==> src/rtl/sync_tx_sched.sv <==
// Round-robin scheduler that time-shares one synchronizer chain input between NREQ requesters.
// Each transfer holds ODATA with OVALID high for HOLD cycles, then spends one GAP cycle pulsing ACK.
module sync_tx_sched #(
  parameter int NREQ = 4,
  parameter int W    = 4,
  parameter int HOLD = 3
) (
  input  logic              CLK,
  input  logic              RST,
  input  logic [NREQ-1:0]   REQ,
  input  logic [NREQ*W-1:0] REQ_DATA,
  output logic [NREQ-1:0]   ACK,
  output logic [W-1:0]      ODATA,
  output logic              OVALID,
  output logic [1:0]        OSRC,
  output logic              BUSY
);

  typedef enum logic [1:0] {S_IDLE, S_HOLD, S_GAP} state_t;

  state_t              state, state_nxt;
  logic [3:0]          cnt;
  logic [1:0]          last;
  logic [3:0]          req_pad;
  logic [3:0][W-1:0]   data_pad;
  logic [3:0]          ack_pad;
  logic                gnt_vld;
  logic [1:0]          gnt_idx;

  // Pad to the 4-requester maximum so every select uses a plain 2-bit index.
  always_comb begin
    req_pad  = 4'(REQ);
    data_pad = '0;
    for (int i = 0; i < NREQ; i++) data_pad[i] = REQ_DATA[i*W +: W];
  end

  // Search upward from last+1 with wrap; the previous grantee is examined last.
  always_comb begin
    logic [2:0] s;
    gnt_vld = 1'b0;
    gnt_idx = last;
    for (int j = 1; j <= NREQ; j++) begin
      s = {1'b0, last} + 3'(j);
      if (s >= 3'(NREQ)) s = s - 3'(NREQ);
      if (!gnt_vld && req_pad[s[1:0]]) begin
        gnt_vld = 1'b1;
        gnt_idx = s[1:0];
      end
    end
  end

  always_ff @(posedge CLK) begin
    if (RST) state <= S_IDLE;
    else     state <= state_nxt;
  end

  always_comb begin
    state_nxt = state;
    case (state)
      S_IDLE:  if (gnt_vld)    state_nxt = S_HOLD;
      S_HOLD:  if (cnt == '0)  state_nxt = S_GAP;
      S_GAP:                   state_nxt = S_IDLE;
      default:                 state_nxt = S_IDLE;
    endcase
  end

  // ODATA/OSRC load only on a grant, so they stay frozen through HOLD, GAP and IDLE.
  always_ff @(posedge CLK) begin
    if (RST) begin
      cnt   <= '0;
      last  <= 2'(NREQ-1);
      ODATA <= '0;
      OSRC  <= '0;
    end else if (state == S_IDLE && gnt_vld) begin
      cnt   <= 4'(HOLD-1);
      last  <= gnt_idx;
      ODATA <= data_pad[gnt_idx];
      OSRC  <= gnt_idx;
    end else if (state == S_HOLD && cnt != '0) begin
      cnt   <= cnt - 4'd1;
    end
  end

  always_comb begin
    ack_pad = '0;
    if (state == S_GAP) ack_pad[OSRC] = 1'b1;
    ACK    = ack_pad[NREQ-1:0];
    OVALID = (state == S_HOLD);
    BUSY   = (state != S_IDLE);
  end

endmodule

==> config.mk <==
export PLATFORM = sky130hd
export DESIGN_NAME = sync_tx_sched
export DESIGN_NICKNAME = d
export VERILOG_FILES = /design/src/rtl/sync_tx_sched.sv
export SDC_FILE = /design/constraint.sdc
export NUM_CORES = 1
export LEC_CHECK = 0
export BUFFER_PORTS_ARGS = -buffer_cell sky130_fd_sc_hd__buf_2
export CORE_UTILIZATION = 50
export DETAILED_ROUTE_END_ITERATION = 10
export PLACE_DENSITY = 0.9
export SLEW_MARGIN = 5
export SYNTH_ARGS = -nofsm -noshare
export SYNTH_HDL_FRONTEND = slang
export SYNTH_SLANG_ARGS = --single-unit
==> constraint.sdc <==
create_clock -name CLK -period 4.5 [get_ports CLK]
set_input_delay 0.45 -clock CLK [delete_from_list [all_inputs] [get_ports CLK]]
set_output_delay 0.45 -clock CLK [all_outputs]
set_load 0.01 [all_outputs]
# ---- After elaboration in Yosys (flattened, before gate mapping)
# Index checks and enable logic that the tools add are counted.
dict set report word_totals {
  register_bits 14
  output_inout_bits 12
}
dict set report op_classes {
  addsub 9
  order_cmp 11
  n_eq_ne 4
  mux 30
  reduce_logical 16
}
# op count
set op_table {}
lappend op_table {{2-to-1 mux 2 bit} 12}
lappend op_table {{less-than comparator 2 x 3 -> 1 bit, second input constant} 6}
lappend op_table {{>= comparator 3 bit, second input constant} 4}
lappend op_table {{2-to-1 mux 1 bit} 9}
lappend op_table {{binary-select mux 1 bit (select 2 bit)} 4}
lappend op_table {{binary-select mux 4 bit (select 2 bit)} 1}
lappend op_table {{2-to-1 mux 4 bit} 2}
lappend op_table {{subtractor 2 x 1 -> 2 bit, second input constant} 4}
lappend op_table {{adder 2 x 2 -> 3 bit, second input constant} 2}
lappend op_table {{logical AND 1 bit} 6}
lappend op_table {{zero test 4 bit} 1}
lappend op_table {{case mux 2 bit (2 select lines)} 1}
lappend op_table {{nonzero test 2 bit} 2}
lappend op_table {{nonzero test 4 bit} 1}
lappend op_table {{subtractor 4 x 1 -> 4 bit, second input constant} 1}
lappend op_table {{adder 2 x 1 -> 3 bit, second input constant} 1}
lappend op_table {{adder 2 x 3 -> 3 bit, second input constant} 1}
lappend op_table {{zero test 1 bit} 3}
lappend op_table {{demux 1 bit (select 2 bit)} 1}
lappend op_table {{equality test 2 x 1 -> 1 bit, second input constant} 1}
lappend op_table {{equality test 2 bit, second input constant} 1}
lappend op_table {{>= comparator 2 x 1 -> 1 bit, second input constant} 1}
lappend op_table {{zero test 2 bit} 1}
lappend op_table {{!= test 2 x 1 -> 1 bit, second input constant} 1}
lappend op_table {{3 further kinds} 3}

# ---- Depth between registers and ports, before layout
dict set report depth {
  ltp_word 17
  ltp_mapped 6
  depth_no_buf 6
}

# ---- Worst setup path before layout
# No wires, ideal clock.
dict set report synth_path {
  kind {input-to-reg}
  startpoint {input REQ[3]}
  endpoint {register ODATA[0]}
  arrival_time_ns 1.589
  required_time_ns 4.417
  setup_slack_ns 2.829
  stages 5
  n_path_buf 1
  path_cell_list {clkbuf_1 nand2_1 a21oi_1 or4b_4 o221ai_1}
}
dict set report synth_via {
  elab_chain_len 14
  word_cells_on_any_way 25
  classes_between {mux (18); reduce/logical (7)}
}
# element line_no
set synth_lines {}
lappend synth_lines {{from (decl)} 10} ;# input logic [NREQ-1:0] REQ,
lappend synth_lines {{binary-select mux 1 bit (select 2 bit)} 45} ;# if (!gnt_vld && req_pad[s[1:0]]) begin
lappend synth_lines {{2-to-1 mux 1 bit (implied by the code)} 45}
lappend synth_lines {{2-to-1 mux 1 bit} 45}
lappend synth_lines {{zero test 1 bit} 45}
lappend synth_lines {{logical AND 1 bit} 45}
lappend synth_lines {{2-to-1 mux 1 bit} 45}
lappend synth_lines {{zero test 1 bit} 45}
lappend synth_lines {{logical AND 1 bit} 45}
lappend synth_lines {{2-to-1 mux 1 bit} 45}
lappend synth_lines {{zero test 1 bit} 45}
lappend synth_lines {{logical AND 1 bit} 45}
lappend synth_lines {{2-to-1 mux 2 bit} 45}
lappend synth_lines {{binary-select mux 4 bit (select 2 bit)} 77} ;# ODATA <= data_pad[gnt_idx];
lappend synth_lines {{2-to-1 mux 4 bit (implied by the code)} 77}
lappend synth_lines {{to (signal assigned)} 77}
lappend synth_lines {{to (decl)} 13} ;# output logic [W-1:0] ODATA,
# Several ways; a longest one is shown, not always the timed one. The select of a mux whose other input is x is not followed.
# A chain may end at the register's enable or synchronous reset.

# ---- Worst setup path after layout
dict set report layout_path {
  startpoint {register last[1]}
  endpoint {register ODATA[3]}
}
dict set report layout_via {
  elab_chain_len 17
  word_cells_on_any_way 41
  classes_between {add/sub (8); order compare (4); mux (22); reduce/logical (7)}
}
# element line_no
set layout_lines {}
lappend layout_lines {{from (decl)} 23} ;# logic [1:0] last;
lappend layout_lines {{from (signal assigned)} 71} ;# last <= 2'(NREQ-1);
lappend layout_lines {{from (signal assigned)} 76} ;# last <= gnt_idx;
lappend layout_lines {{adder 2 x 1 -> 3 bit} 43} ;# s = {1'b0, last} + 3'(j);
lappend layout_lines {{>= comparator 3 bit or subtractor 2 x 1 -> 2 bit (tied branches)} 44} ;# if (s >= 3'(NREQ)) s = s - 3'(NREQ);
lappend layout_lines {{2-to-1 mux 2 bit} 44}
lappend layout_lines {{binary-select mux 1 bit (select 2 bit)} 45}
lappend layout_lines {{2-to-1 mux 1 bit (implied by the code)} 45}
lappend layout_lines {{2-to-1 mux 1 bit} 45}
lappend layout_lines {{zero test 1 bit} 45}
lappend layout_lines {{logical AND 1 bit} 45}
lappend layout_lines {{2-to-1 mux 1 bit} 45}
lappend layout_lines {{zero test 1 bit} 45}
lappend layout_lines {{logical AND 1 bit} 45}
lappend layout_lines {{2-to-1 mux 1 bit} 45}
lappend layout_lines {{zero test 1 bit} 45}
lappend layout_lines {{logical AND 1 bit} 45}
lappend layout_lines {{2-to-1 mux 2 bit} 45}
lappend layout_lines {{binary-select mux 4 bit (select 2 bit)} 77}
lappend layout_lines {{2-to-1 mux 4 bit (implied by the code)} 77}
# Several ways; a longest one is shown, not always the timed one. The select of a mux whose other input is x is not followed.

==> summary.txt <==
Timing
  • RSZ-0062 raised after global routing: false
  • Slew headroom: 34.4%
  • Final Skew: 0.00434 ns
  • Max-slew violation count: 0
  • Endpoints failing setup: 0
  • Tcrit/Tclk final: 40.4%
  • Period minus WS final: 1.82 ns
  • Fmax: 550 MHz
  • Worst slew pin tran: 0.976 ns
  • Final setup TNS: 0 ns
  • Final hold vios: 0
  • Hold_ws: 0.475 ns

Worst setup path
  • CP startpoint: last[1]
  • Critical path capture point type: register
  • Critical path peak fanout: 10
  • Worst EP required: 4.63 ns
  • Reg2reg start: last[1]
  • Kind of critical path: reg2reg
  • Startpoint types: register
  • Worst Path Arrival: 1.95 ns

Detailed routing
  • Via count: 1000
  • Initial DRT Pass Iterations: 4
  • # DRC: 0
  • Starting DRT DRC Count: 38
  • Drt total wl: 2300 um
  • DR WL/cell: 13.4 um
  • Via density: 5.85
  • Routed Antenna Nets: 0

GRT
  • GRT Total Usage: 23.7%
  • Vias in the first global route: 865
  • First-pass GRT wire length: 3510 um
  • Gr ovfl total: 0
  • Initial antenna violation count: 0
  • Largest net degree at the start of global routing: 11

Job
  • Maxcap violations: 0

Layout
  • Design area: 1100 um^2
  • Area growth syn-to-layout: 20.5%
  • Nets: 171
  • N_diodes: 0
  • Fin util: 63.8%
  • Ratio of cells with drive above 1 in the final layout: 26.0%

Power and ir drop
  • Pint: 232 uW
  • Maximum vdd drop: 0.224 mV
  • Combinational fraction of design power: 37.9%
  • Total power: 365 uW
  • Power per Cell Area: 332 nW/um^2
  • Switching power: 134 uW
  • Static Leak: 0.000495 uW
  • Clk pwr share: 18.5%
  • Flop pwr share: 43.7%
  • Sw Ratio: 36.6%

Clock tree
  • CTS clk-pin slew, worst paths: 0.08 ns
  • CTS Sinks: 14
  • Clk root buf: clkbuf_4
  • CTS tree: built
  • Htree depth: 1
  • Post_cts resized: 0
  • Clk_lat worst skew: 0.28 ns
  • Maximum root-to-sink buffer count: 2
  • Hold_buf cts: 0
  • CTS buffer count: 3
  • Post-CTS setup buffer count: 0

Yosys
  • Largest area contributor in the netlist: dfxtp_1
  • Largest cells by area after synthesis: dfxtp_1 (31%), a32oi_1 (8.6%), a211oi_1 (7.4%)
  • Syn_nets: 140
  • #FFs+latches synth: 14
  • Synth Cell Area: 913 um^2
  • Cells after Synth: 117
  • Yosys warnings: 0
  • Library cells used by synthesis: 34
  • Yosys top cell area share: 30.7%
  • Sequential area share after synthesis: 30.7%
  • Post-Syn Area per Cell: 7.81 um^2

Worst hold path
  • Hold Path Class: in2reg
  • Hold path start: RST

Placement
  • Post-DP Area: 1080 um^2
  • I/O Buffers: 33
  • Placer Congestion: 0.778
  • Detailed Place HPWL: 1740 um

Floorplan
  • Starting Density: 52.9%
  • Die area: 2000 um^2
  • Die width: 44.7 um
  • Row count: 15
  • Io pins: 34
  • Die Y: 44.7 um
  • CORE AREA: 1730 um^2

Outcome
  • Status: finished clean
-- Yosys cell counts --
| cell type | n |
|---|---|
| and3b_1 | 1 |
| or2_1 | 1 |
| dfxtp_1 | 14 |
| nor2_1 | 9 |
| ha_1 | 1 |
| nor3_1 | 6 |
| nand2b_1 | 2 |
| a21oi_1 | 6 |
| o221ai_1 | 4 |
| o21ai_1 | 3 |
| nor4_1 | 3 |
| nand3b_1 | 1 |
| or3b_1 | 2 |
| a211oi_1 | 9 |
| o31a_1 | 1 |
| and3_1 | 1 |
| clkbuf_1 | 2 |
| buf_2 | 4 |
| o21a_1 | 2 |
| nor3_2 | 1 |
| buf_1 | 1 |
| nand3_1 | 5 |
| and2_1 | 2 |
| or4b_4 | 1 |
| nor2b_1 | 3 |
| and2b_1 | 1 |
| inv_1 | 12 |
| nor3b_1 | 3 |
| xor2_1 | 1 |
| a32oi_1 | 9 |
| o31ai_1 | 1 |
| xnor2_1 | 1 |
| or2_0 | 1 |
| nand2_1 | 3 |
-- routing by layer --
layer / GRT usage, % / share of wire [%]
met4: 6.06 / 0.65
met1: 28.1 / 41
met3: 7.60 / 5.9
met5: 0 / 0
met2: 41.5 / 52
-- final timing paths --
path	slack [ns]	endpoint	cells past startpoint
worst max-delay path	2.68	ODATA[3]	4
worst min-delay path	0.48	state[0]	2
worst max register to register	2.68	ODATA[3]	4
worst min register to register	0.50	ODATA[1]	2
-- power groups by stage --
stage	clock network, uW	logic (uW)	registers [uW]
floorplan	0	97.0	161
finish	67.5	138	160
global route	75.8	151	162
global placement	0	132	161
CTS	69.5	137	159
detailed placement	0	136	162
-- per-stage QoR --
stage                     instances  setup slack (ns)
after global routing            171              2.51
final                           171              2.68
after floorplan                 117              2.83
after global placement          168              2.71
after CTS                       171              2.74
after detailed placement        168              2.57
-- placed cells by master, fill, tap and decap left out, types with 4 or more instances in the layout --
cell / n
a32oi_1: 9
inv_1: 12
dfxtp_1: 14
buf_2: 33
nor3_1: 6
a211oi_1: 9
nor2_1: 9
nand3_1: 5
a21oi_1: 6
o221ai_1: 4
-- worst max-delay path, cell delays in order, from the launching register on --
cell and delay, ns:
dfxtp_1 0.39, nor3_1 0.83, a211oi_1 0.10, a32oi_1 0.21
o221ai_1 0.15
-- flip-flops by register name (all words and copies together), names as in the netlist --
register  flops
ODATA         4
OSRC          2
cnt           4
last          2
state         2
-- layout make-up --
| cell class | instances | area [um^2] |
|---|---|---|
| Clock buffer | 3 | 22.5 |
| Fill cell | 151 | 626 |
| Inverter | 12 | 45.0 |
| Multi-Input combinational cell | 84 | 557 |
| Sequential cell | 14 | 280 |
| Tap cell | 25 | 31.3 |
| Timing Repair Buffer | 33 | 165 |
-- kinds of logic after synthesis --
logic type / after synthesis / synth area share, %
DFF: 14 / 30.7
adders and majority gates: 1 / 1.37
and+or+nand+nor: 46 / 29.5
xor gates and xnor gates: 2 / 1.92
AOI/OAI and AO/OA: 35 / 28.2
buffers and inverters: 19 / 8.36
No activity file was read; power rests on OpenSTA's default activity.
